==> src/rtl/token_access_arbiter.sv <==
// Round-robin token-authenticated arbiter that steers confirmed data words into a shared P/Q register pair.
// Optional AUTH wait timeout is compiled in with `define TOKEN_ARB_TIMEOUT_EN.
module token_access_arbiter #(
  parameter int NREQ         = 4,
  parameter int TOKEN_W      = 3,
  parameter int DATA_W       = 8,
  parameter int MAX_FAIL     = 3,
  parameter int LOCK_CYCLES  = 16,
  parameter int AUTH_TIMEOUT = 32
) (
  input  logic                      clock,
  input  logic                      reset,
  input  logic [NREQ-1:0]           req,
  input  logic [NREQ-1:0]           confirm,
  input  logic [NREQ*TOKEN_W-1:0]   user_token,
  input  logic [NREQ*DATA_W-1:0]    time_data,
  input  logic [TOKEN_W-1:0]        system_token,
  output logic [NREQ-1:0]           grant,
  output logic                      busy,
  output logic                      load_p,
  output logic                      load_q,
  output logic [DATA_W-1:0]         data_out,
  output logic [NREQ-1:0]           locked,
  output logic                      fail_pulse
);

  localparam int IDX_W = $clog2(NREQ);
  localparam int CNT_W = $clog2(MAX_FAIL + 1);
  localparam int TMR_W = $clog2(LOCK_CYCLES + 1);

  if (NREQ < 2 || NREQ > 8 || DATA_W < 8 || TOKEN_W < 1 || MAX_FAIL < 1 ||
      LOCK_CYCLES < 1 || AUTH_TIMEOUT < 1) begin : g_bad_params
    $error("token_access_arbiter: illegal parameter set");
  end

  typedef enum logic [1:0] {
    S_IDLE,
    S_AUTH,
    S_SERVE,
    S_DENY
  } state_e;

  state_e             state_q, state_d;
  logic [IDX_W-1:0]   gidx_q, gidx_d;
  logic [IDX_W-1:0]   rr_q, rr_d;
  logic [NREQ-1:0]    grant_q, grant_d;
  logic               load_p_q, load_p_d;
  logic               load_q_q, load_q_d;
  logic [DATA_W-1:0]  data_q, data_d;
  logic               fail_pulse_q, fail_pulse_d;
  logic [NREQ-1:0]    locked_q, locked_d;
  logic [CNT_W-1:0]   fail_cnt_q [NREQ];
  logic [CNT_W-1:0]   fail_cnt_d [NREQ];
  logic [TMR_W-1:0]   lock_tmr_q [NREQ];
  logic [TMR_W-1:0]   lock_tmr_d [NREQ];

`ifdef TOKEN_ARB_TIMEOUT_EN
  localparam int TO_W = $clog2(AUTH_TIMEOUT + 1);
  logic [TO_W-1:0]    auth_cnt_q, auth_cnt_d;
`endif

  logic               found;
  logic [IDX_W-1:0]   pick;
  logic               fail;
  logic [CNT_W-1:0]   cnt_next;

  // Everything about the currently granted requester, selected once.
  logic               g_req;
  logic               g_conf;
  logic               tok_ok;
  logic [DATA_W-1:0]  g_data;

  assign g_req  = req[gidx_q];
  assign g_conf = confirm[gidx_q];
  assign tok_ok = (user_token[int'(gidx_q)*TOKEN_W +: TOKEN_W] == system_token);
  assign g_data = time_data[int'(gidx_q)*DATA_W +: DATA_W];

  always_comb begin
    // NOTE: every variable gets a default before any branch so no latch is inferred.
    state_d      = state_q;
    gidx_d       = gidx_q;
    rr_d         = rr_q;
    grant_d      = grant_q;
    load_p_d     = 1'b0;
    load_q_d     = 1'b0;
    data_d       = data_q;
    fail_pulse_d = 1'b0;
    locked_d     = locked_q;
    fail_cnt_d   = fail_cnt_q;
    lock_tmr_d   = lock_tmr_q;
    found        = 1'b0;
    pick         = '0;
    fail         = 1'b0;
    cnt_next     = '0;
`ifdef TOKEN_ARB_TIMEOUT_EN
    auth_cnt_d   = auth_cnt_q;
`endif

    for (int i = 0; i < NREQ; i++) begin
      if (lock_tmr_q[i] != '0) begin
        lock_tmr_d[i] = lock_tmr_q[i] - 1'b1;
        if (lock_tmr_q[i] == TMR_W'(1)) locked_d[i] = 1'b0;
      end
    end

    // Search starts at the round-robin pointer and wraps; the lock view is this cycle's.
    for (int k = 0; k < NREQ; k++) begin
      int cand;
      cand = int'(rr_q) + k;
      if (cand >= NREQ) cand = cand - NREQ;
      if (!found && req[cand] && !locked_q[cand]) begin
        found = 1'b1;
        pick  = IDX_W'(cand);
      end
    end

    case (state_q)
      S_IDLE: begin
        if (found) begin
          gidx_d        = pick;
          grant_d       = '0;
          grant_d[pick] = 1'b1;
          state_d       = S_AUTH;
`ifdef TOKEN_ARB_TIMEOUT_EN
          auth_cnt_d    = '0;
`endif
        end
      end
      S_AUTH: begin
        // A request drop here abandons the attempt without advancing the pointer.
        if (!g_req) begin
          grant_d = '0;
          state_d = S_IDLE;
        end else if (g_conf) begin
          if (tok_ok) begin
            fail_cnt_d[gidx_q] = '0;
            state_d            = S_SERVE;
          end else begin
            fail = 1'b1;
          end
        end
`ifdef TOKEN_ARB_TIMEOUT_EN
        else if (auth_cnt_q == TO_W'(AUTH_TIMEOUT - 1)) begin
          fail = 1'b1;
        end else begin
          auth_cnt_d = auth_cnt_q + 1'b1;
        end
`endif
      end
      S_SERVE: begin
        if (!g_req) begin
          grant_d = '0;
          rr_d    = (gidx_q == IDX_W'(NREQ - 1)) ? '0 : gidx_q + 1'b1;
          state_d = S_IDLE;
        end else if (g_conf) begin
          data_d = g_data;
          if (g_data[7:4] == 4'hF) load_p_d = 1'b1;
          else                     load_q_d = 1'b1;
        end
      end
      S_DENY: begin
        if (!g_req) begin
          grant_d = '0;
          rr_d    = (gidx_q == IDX_W'(NREQ - 1)) ? '0 : gidx_q + 1'b1;
          state_d = S_IDLE;
        end
      end
      default: state_d = S_IDLE;
    endcase

    if (fail) begin
      fail_pulse_d = 1'b1;
      state_d      = S_DENY;
      cnt_next     = (fail_cnt_q[gidx_q] == CNT_W'(MAX_FAIL)) ? fail_cnt_q[gidx_q]
                                                               : fail_cnt_q[gidx_q] + 1'b1;
      if (cnt_next == CNT_W'(MAX_FAIL)) begin
        locked_d[gidx_q]   = 1'b1;
        lock_tmr_d[gidx_q] = TMR_W'(LOCK_CYCLES);
        fail_cnt_d[gidx_q] = '0;
      end else begin
        fail_cnt_d[gidx_q] = cnt_next;
      end
    end
  end

  always_ff @(posedge clock) begin
    if (reset) begin
      state_q      <= S_IDLE;
      gidx_q       <= '0;
      rr_q         <= '0;
      grant_q      <= '0;
      load_p_q     <= 1'b0;
      load_q_q     <= 1'b0;
      data_q       <= '0;
      fail_pulse_q <= 1'b0;
      locked_q     <= '0;
      // NOTE: the per-requester arrays are plain flops holding live state, so they are reset too.
      for (int i = 0; i < NREQ; i++) begin
        fail_cnt_q[i] <= '0;
        lock_tmr_q[i] <= '0;
      end
`ifdef TOKEN_ARB_TIMEOUT_EN
      auth_cnt_q   <= '0;
`endif
    end else begin
      // NOTE: non-blocking assignments so every flop samples the pre-edge values.
      state_q      <= state_d;
      gidx_q       <= gidx_d;
      rr_q         <= rr_d;
      grant_q      <= grant_d;
      load_p_q     <= load_p_d;
      load_q_q     <= load_q_d;
      data_q       <= data_d;
      fail_pulse_q <= fail_pulse_d;
      locked_q     <= locked_d;
      fail_cnt_q   <= fail_cnt_d;
      lock_tmr_q   <= lock_tmr_d;
`ifdef TOKEN_ARB_TIMEOUT_EN
      auth_cnt_q   <= auth_cnt_d;
`endif
    end
  end

  assign grant      = grant_q;
  assign busy       = (state_q != S_IDLE);
  assign load_p     = load_p_q;
  assign load_q     = load_q_q;
  assign data_out   = data_q;
  assign locked     = locked_q;
  assign fail_pulse = fail_pulse_q;

endmodule

==> config.mk <==
export PLATFORM = sky130hd
export DESIGN_NAME = token_access_arbiter
export DESIGN_NICKNAME = d
export VERILOG_FILES = /design/src/rtl/token_access_arbiter.sv
export SDC_FILE = /design/constraint.sdc
export NUM_CORES = 1
export LEC_CHECK = 0
export BUFFER_PORTS_ARGS = -buffer_cell sky130_fd_sc_hd__buf_4
export CORE_MARGIN = 2
export CORE_UTILIZATION = 35
export DETAILED_ROUTE_END_ITERATION = 10
export SLEW_MARGIN = 20
export SYNTH_ARGS = -nofsm -noshare
export SYNTH_HDL_FRONTEND = slang
export SYNTH_SLANG_ARGS = --single-unit
==> constraint.sdc <==
create_clock -name clock -period 2.1 [get_ports clock]
set_clock_uncertainty 0.15 [all_clocks]
set_input_delay 0.315 -clock clock [delete_from_list [all_inputs] [get_ports clock]]
set_output_delay 0.315 -clock clock [all_outputs]
set_load 0.05 [all_outputs]
After elaboration in Yosys (flattened, before gate mapping)
Index checks and enable logic that the tools add are counted.
Widths: inputs -> output; s select.
- register bits after elaboration: 53
- output and inout port bits: 20
- word-level logic and storage cells: 200
- $add $sub $neg: 13
- multiply operators: 1
- order comparisons: 14
- eq/ne operators: 18
- shift-type cells: 2
- mux-type cells: 93
- bitwise gates (word level): 11
- reduce and logical (&&, ||, !) cells: 31
- operator list (cell ; count):
    $lt 32x4->1 const B ; 4
    $mux 32 ; 4
    $mux 8 ; 6
    $mux 20 ; 2
    $mux 1 ; 39
    $shiftx 32x6->8 ; 1
    $mux 2 ; 15
    $mux 5 ; 5
    $bmux 1 s2 ; 10
    $eq 5x1->1 const B ; 4
    $reduce_bool 5->1 ; 4
    $sub 5x1->5 const B ; 4
    $and 16x16->16 ; 1
    $and 8x8->8 ; 2
    $mux 4 ; 4
    $not 16->16 ; 1
    $ge 3x3->1 const B ; 4
    $shiftx 12x5->3 ; 1
    $sub 3x3->4 const B ; 3
    $demux 5 s2 ; 1
    $eq 2x2->1 const B ; 5
    $logic_and 1x1->1 ; 10
    $bwmux 8 ; 1
    $ne 4x4->1 const B ; 2
    other kinds (32) ; 50

Logic depth before layout (Yosys ltp)
Gate-level depths: netlist (run 1).
- depth in word-level cells: 26
- depth in mapped cells: 7
- mapped depth without buffers: 7

Least setup slack after synthesis (run 1)
Ideal clock, no wire load.
- path type: flip-flop to flip-flop
- start: register locked_q[2] (netlist: locked[2])
- end: register grant_q[3] (netlist: grant[3])
- library setup time: 0.070 ns
- arrival time: 1.911 ns
- data required time: 1.880 ns
- path slack: -0.032 ns
- cell stages (with the launch flop): 6
- buffers on the path: 0
- path through: dfxtp_1 -> nor2b_1 -> nor3b_1 -> or3_1 -> or4_1 -> a21oi_1
- cells in the longest elaborated chain, start to end: 24
- ends and longest elaborated chain (element ; line ; text):
    from (decl) ; 51 ; logic [NREQ-1:0] locked_q, locked_d;
    from (signal assigned) ; 215 ; locked_q <= locked_d;
    $bmux 1 s2 ; 111 ; if (!found && req[cand] && !locked_q[cand]) begin
    $mux 1 (not written as such) (2 in a row) ; 111 ;
    $logic_not 1->1 ; 111 ;
    $logic_and 1x1->1 ; 111 ;
    $mux 1 ; 111 ;
    $logic_not 1->1 ; 111 ;
    $logic_and 1x1->1 (2 in a row) ; 111 ;
    $mux 1 ; 111 ;
    [... 5 more ...] ; -- ;
    $logic_and 1x1->1 (2 in a row) ; 111 ;
    $mux 2 ; 111 ;
    $lt 2x3->1 (not written as such) or $ge 2x1->1 (tied branches) ; 122 ; grant_d[pick] = 1'b1;
    $logic_and 1x1->1 (not written as such) ; 122 ;
    $mux 1 (not written as such) ; 122 ;
    $demux 1 s2 ; 122 ;
    $mux 4 ; 119 ; if (found) begin
    $pmux 4 s2 ; 117 ; case (state_q)
    to (signal assigned) ; 210 ; grant_q <= grant_d;
    to (decl) ; 46 ; logic [NREQ-1:0] grant_q, grant_d;
Parallel ways exist; a longest one is shown, timed or not. The select of a mux whose other input is x is not followed.
A chain may end at the register's enable or synchronous reset.

Final worst setup path (run 1)
- start: register gidx_q[0]
- end: register lock_tmr_q[12] (netlist name)
- cells in the longest elaborated chain, start to end: 9
- ends and longest elaborated chain (element ; line ; text):
    from (decl) ; 44 ; logic [IDX_W-1:0] gidx_q, gidx_d;
    from (signal assigned) ; 208 ; gidx_q <= gidx_d;
    parallel branches: the longest is 8 deep, another holds $mul 2x2->4 ; -- ;
    $mux 20 (*) ; 171 ; if (fail) begin
    to (signal assigned) ; 217 ; lock_tmr_q <= lock_tmr_d;
    to (decl) ; 54 ; logic [TMR_W-1:0] lock_tmr_q [NREQ];
Mark *: on every way between the ends. The select of a mux whose other input is x is not followed.

==> key figures, run 1 <==
Synthesis
  – Post-synthesis adder-cell area fraction: around 5.2%
  – Synth Register Bits: 53
  – Yosys warning count: 0
  – Syn Inst Count: approximately 310
  – Net Count, Synth: 378
  – Post-synth design cell area: 0.00290 mm^2
  – Main combinational cell family by area after synthesis: simple AND/OR/NAND/NOR gates
  – Mapped Avg Cell Area: approximately 9.4 um^2
  – Simple-gate portion of the synthesized area: 20.3%
  – Synth Area in XOR/XNOR: around 3.4%
  – Synth top area cells: dfxtp_1 (37%), mux4_2 (10%), ha_1 (5.2%), nor3_1 (5.0%), a21oi_1 (4.7%)
  – Top_reg_cell synth: dfxtp_1
  – Top cell type's share of synthesized area: between 30 and 40%
  – Share of flip-flops with an asynchronous set or reset: 0%
  – Synth Area in Compound Gates: 14.3%
  – Sequential share of the synthesized area: 36.6%
  – Post-synthesis mux area share: 15.0%
  – Post-synth EDFFs: 0
  – Distinct cell type count after synthesis: 45
  – Synth area leader: dfxtp_1

Route
  – Wire length per cell: 14.0 um
  – Via density: just over 5
  – Antenna viol nets, final: 0
  – DRT Wirelength: around 7100 um
  – Vias: 2609
  – Drt drc: 0
  – Iter 0 DRT Violations: 84
  – 1st-pass router iterations: 4

Clock tree
  – Post-CTS setup buffer count: 0
  – CTS tree: yes
  – Clk buf depth: 2
  – Root buf cell: clkbuf_8
  – Clk pin slew, worst setup/hold paths: 90 ps
  – Number of buffers created by CTS: 5
  – Sink Count: 53
  – H-tree levels: 2
  – Worst-skew pair later-pin latency: approximately 300 ps

Global route
  – Global-route wire length before repair: roughly 11000 um
  – Total GRT Usage: 16.0%
  – Vias in the first global route: 2558
  – Largest net degree at the start of global routing: 28
  – Total congestion overflow: 0
  – Initial antenna violation count: 0

Floorplanning
  – Die X: 95.0 um
  – Core ar.: 0.00813 mm^2
  – Die Y: 95.0 um
  – Cell row count: 33
  – Initial Util: between 30% and 40%
  – Die area: 0.00902 mm^2
  – Num ports: just under 80

STA
  – RSZ-0062 raised after global routing: no
  – FMAX: 0.494 GHz
  – Tcrit/Tclk final: 96.3%
  – Final setup fails: 0
  – Final Hold Fails: 0
  – Slew margin rel.: 69.5%
  – Tmin final: 2020 ps
  – Slew Viols, Final: 0
  – Post-route worst setup slack: approximately 77 ps
  – Worst hold slack: about 230 ps
  – Slew @ Worst Pin: around 450 ps

Outcome
  – Outcome: finished, final reports clean

Placement
  – Placer congestion estimate: 0.805
  – Final HPWL DP: ~5700 um
  – I/O Buffers: 76
  – Placed Cells: 500
  – Pre-CTS WS: -87.2 ps

Worst setup path
  – Reg2reg setup slack: ~77 ps
  – CP arrival: 2090 ps
  – Maximum fanout along the worst path: 17
  – Setup crit end kind: register
  – Crit path launch type: register
  – Crit Path Category: register to register
  – Critical path required time: 2170 ps

Pwr
  – Peak VDD IR: 0.647 mV
  – Total chip power: 3.40 mW
  – Leak pwr: 1.68 nW
  – Pwr Density: between 800 and 900 mW/mm^2

Final layout
  – Nets: 471
  – Area added between synthesis and finish: 32.3%
  – Layout cell share with drive strength beyond 1: 34.5%
  – Post-route insts no fill: just over 500
  – # diodes: 0

Flow run
  – Max-Cap Viols: 0

Worst hold path
  – HP Class: input pin to register
## cells in the mapped netlist (2+ instances only)
| cell type | instances |
|---|---|
| nand2_1 | 22 |
| nand3_1 | 8 |
| a31oi_1 | 4 |
| nand4_1 | 2 |
| o21ai_0 | 7 |
| a31o_2 | 5 |
| mux4_2 | 13 |
| nor3_1 | 29 |
| buf_2 | 2 |
| o31ai_1 | 4 |
| a21oi_1 | 27 |
| nor2_1 | 17 |
| clkbuf_1 | 7 |
| or3_1 | 7 |
| a32o_1 | 8 |
| buf_6 | 2 |
| nor3b_1 | 3 |
| xnor2_1 | 8 |
| nor2b_1 | 4 |
| ha_1 | 12 |
| mux2i_1 | 13 |
| and3_1 | 9 |
| nand3b_1 | 2 |
| nor4_1 | 2 |
| nand2b_1 | 2 |
| inv_1 | 19 |
| dfxtp_1 | 53 |
## critical path, cell delays in order, from the launching register on
cell     delay (ps)
dfxtp_2         400
mux4_2          520
and4b_2         350
nand3_1         150
a31oi_1          50
buf_4           160
nor3_1          170
## power breakdown
group,total (mW),switching (mW),internal (mW)
registers,1.33,0.155,1.17
logic,1.45,0.793,0.656
clock network,0.624,0.325,0.299
## layout make-up
type / count / area [um^2]
Clock buffer: 7 / 96.3
Clock inverter: 1 / 5.00
Fill cell: 766 / 4300
Inverter: 19 / 71.3
Multi-Input combinational cell: 224 / 1710
Sequential cell: 53 / 1070
Tap cell: 105 / 131
Timing Repair Buffer: 99 / 759
## flip-flops by register name, indices dropped and copies added (netlist names)
signal / flops
lock_tmr_q: 20
gidx_q: 2
fail_cnt_q: 8
fail_pulse: 1
state_q: 2
load_q: 1
load_p: 1
grant: 4
rr_q: 2
data_out: 8
locked: 4
## cell families (layout without fill, tap and decap cells)
group | Yosys count | count (layout)
mux | 27 | 27
flops | 53 | 53
xor+xnor | 9 | 9
simple gates | 113 | 113
compound gates | 63 | 63
buf+inv | 32 | 126
fa+ha+maj | 12 | 12
## final timing paths
path	startpoint	end	cells past startpoint
worst max register to register	gidx_q[0]	lock_tmr_q[12]	6
worst min-delay path	reset	data_out[5]	2
worst min register to register	grant[3]	grant[3]	2
worst max-delay path	gidx_q[0]	lock_tmr_q[12]	6
## metal layers
metal	GRT usage (%)	up-vias	share of wire, %
li1	-	1325	-
met1	18.0	1211	43
met2	30.4	71	50
met3	3.35	2	7.0
met4	3.99	0	0.45
met5	0	-	0
## timing repair
item | CTS | global route
setup endpoints to repair | 24 | 28
resized for setup | 4 | 4
hold buffers | 0 | 0
## cells in the final DEF, fill, tap and decap left out, types with 2 or more instances in the layout
| cell type | Yosys | layout |
|---|---|---|
| a21oi_1 | 27 | 26 |
| a31o_2 | 5 | 5 |
| a31oi_1 | 4 | 3 |
| a32o_1 | 8 | 8 |
| and3_1 | 9 | 9 |
| buf_4 | 1 | 97 |
| clkbuf_8 | 0 | 7 |
| dfxtp_1 | 53 | 49 |
| dfxtp_2 | 0 | 4 |
| ha_1 | 12 | 12 |
| inv_1 | 19 | 19 |
| mux2i_1 | 13 | 13 |
| mux4_2 | 13 | 13 |
| nand2_1 | 22 | 22 |
| nand2b_1 | 2 | 2 |
| nand3_1 | 8 | 8 |
| nand3b_1 | 2 | 2 |
| nand4_1 | 2 | 2 |
| nor2_1 | 17 | 17 |
| nor2b_1 | 4 | 4 |
| nor3_1 | 29 | 28 |
| nor3b_1 | 3 | 2 |
| nor4_1 | 2 | 2 |
| o21ai_0 | 7 | 7 |
| o31ai_1 | 4 | 4 |
| or3_1 | 7 | 7 |
| xnor2_1 | 8 | 8 |
## metrics by stage
step           setup TNS [ps]  area [um^2]  utilization, %
2_1_floorplan               0         2900               -
3_3_place_gp             -122         3710            45.6
3_5_place_dp            -1280         3710            45.6
4_1_cts                     0         3820            47.0
5_1_grt                     0         3830            47.1
6_report                    0         3830            47.1
No activity file was read; power rests on OpenSTA's default activity.
==> inputs of run 2 (changes only) <==
Settings changed: CORE_ASPECT_RATIO from default to 1.2.
==> run 2 against run 1 <==
Compared with the run above:
- cell area increased by 1.5%
- setup slack got worse by 40 ps
- via count rose by 2.1%
- final cell count shrank 2.0%
- total power grew 1.1%
- critical path type unchanged
==> key figures, run 2 (synthesized netlist as in run 1, its figures left out) <==
Clock tree
  – Post-CTS sizing: 3
  – Number of buffers created by CTS: 5
  – H-tree levels: 2
  – Clk pin slew, worst setup/hold paths: 100 ps
  – Worst-skew pair later-pin latency: 300 ps
  – Root buf cell: clkbuf_8
  – Sink Count: 53
  – Post-CTS setup buffer count: 0
  – CTS tree: yes
  – CTS Hold Bufs: 0
  – Clk buf depth: 2

Worst setup path
  – CP Buf/Inv Count: 3
  – Worst Setup SP: gidx_q[0]
  – Family with the most delay on the worst path: multiplexers
  – Crit path cell chain: buf_6 -> mux4_2 -> xnor2_4 -> buf_6 -> a31oi_1 -> buf_4 -> nor3_1
  – CP arrival: 2140 ps
  – Crit Path Category: register to register
  – CP max stage cell: mux4_2
  – Most frequent CP cell: buf_6
  – CP max stage delay: 560 ps
  – RR Startpoint: gidx_q[0]
  – Critical path required time: ~2200 ps
  – Crit path launch type: register
  – Setup crit end kind: register
  – Maximum fanout along the worst path: 8

Floorplanning
  – Die Y: 104 um
  – Core ar.: 0.00806 mm^2
  – Die area: 0.00903 mm^2
  – Num ports: between 70 and 80
  – Cell row count: 36
  – Die X: 87.1 um
  – Initial Util: 35.9%

Global route
  – Initial antenna violation count: 0
  – Total congestion overflow: 0
  – Vias in the first global route: about 2700
  – Total GRT Usage: 16.3%
  – Global-route wire length before repair: 12000 um
  – Largest net degree at the start of global routing: 29

Route
  – Iter 0 DRT Violations: 127
  – Vias: 2663
  – Via density: 5.35
  – DRT Wirelength: 7380 um
  – Wire length per cell: between 10 and 15 um
  – Drt drc: 0
  – Antenna viol nets, final: 0
  – 1st-pass router iterations: 4

Final layout
  – Most common cell after layout, fill and taps aside: buf_4
  – Commonest cells after routing, fill and taps aside: buf_4 (93), dfxtp_1 (49), a21oi_1 (27)
  – Most flops, register: lock_tmr_q
  – Layout cell share with drive strength beyond 1: 36.0%
  – Area added between synthesis and finish: 34.4%
  – Nets: ~470
  – Max reg flops: 20
  – # diodes: 0
  – Finished Core Util: between 40% and 50%
  – Final instance area: 0.00389 mm^2

STA
  – Final Hold Fails: 0
  – Tmin final: 2060 ps
  – Slew Viols, Final: 0
  – Final setup fails: 0
  – Slew @ Worst Pin: 465 ps
  – FMAX: 0.485 GHz
  – Slew margin rel.: 68.7%
  – RSZ-0062 raised after global routing: yes
  – Tcrit/Tclk final: roughly 98%

Pwr
  – Leak pwr: approximately 1.7 nW
  – Peak VDD IR: 0.352 mV
  – Pwr Density: 883 mW/mm^2

Placement
  – Final HPWL DP: 5700 um
  – Placer congestion estimate: 0.789
  – Placed cell areas: 0.00370 mm^2
  – I/O Buffers: 76

Worst hold path
  – HP Class: input pin to register
  – Hold Startpoint: reset

Flow run
  – Max-Cap Viols: 0

Outcome
  – Outcome: finished, final reports clean
run 2: cell types whose count changed in the layout (fill, tap and decap cells not counted), sizes merged:
cell / before / now
buf: 99 / 100
clkinv: 1 / 0
run 2: layer usage:
layer  track usage [%]  vias to the layer above  routed length (um)
li1                  -                     1324                   -
met1              19.9                     1254                3160
met2              28.6                       75                3640
met3              3.35                       10                 472
met4              4.35                        0                 113
met5                 0                        -                   0
run 2: stage by stage:
stage / power, mW / setup slack, ps / std cells / TNS, ps / hold WS [ps]
after floorplan: 2.39 / 11.7 / 309 / 0 / 304
after global placement: 2.78 / 4.75 / 491 / 0 / 298
after detailed placement: 2.82 / -80.4 / 491 / -980 / 298
after CTS: 3.40 / 15.2 / 498 / 0 / 192
after global routing: 3.73 / -42.5 / 498 / -222 / 196
final: 3.44 / 36.5 / 498 / 0 / 197
run 2: final cells by class:
class	count	area, um^2
fill	807	4170
multi-input combinational	224	1770
sequential	53	1070
timing repair buffer	100	786
tap	95	119
clock buffer	7	86.3
inverter	19	71.3
run 2: worst paths after layout:
path                        end  slack, ps  cells after the start
hold reg to reg        grant[3]        310                      2
hold / removal      data_out[1]        200                      2
setup reg to reg  lock_tmr_q[6]         40                      7
setup / recovery  lock_tmr_q[6]         40                      7
run 2: where the power goes:
part / leakage, nW / internal [mW] / total [mW] / switching [mW]
Combinational: 1.21 / 0.689 / 1.53 / 0.844
Clock: 0.0443 / 0.263 / 0.581 / 0.318
Sequential: 0.433 / 1.17 / 1.33 / 0.153
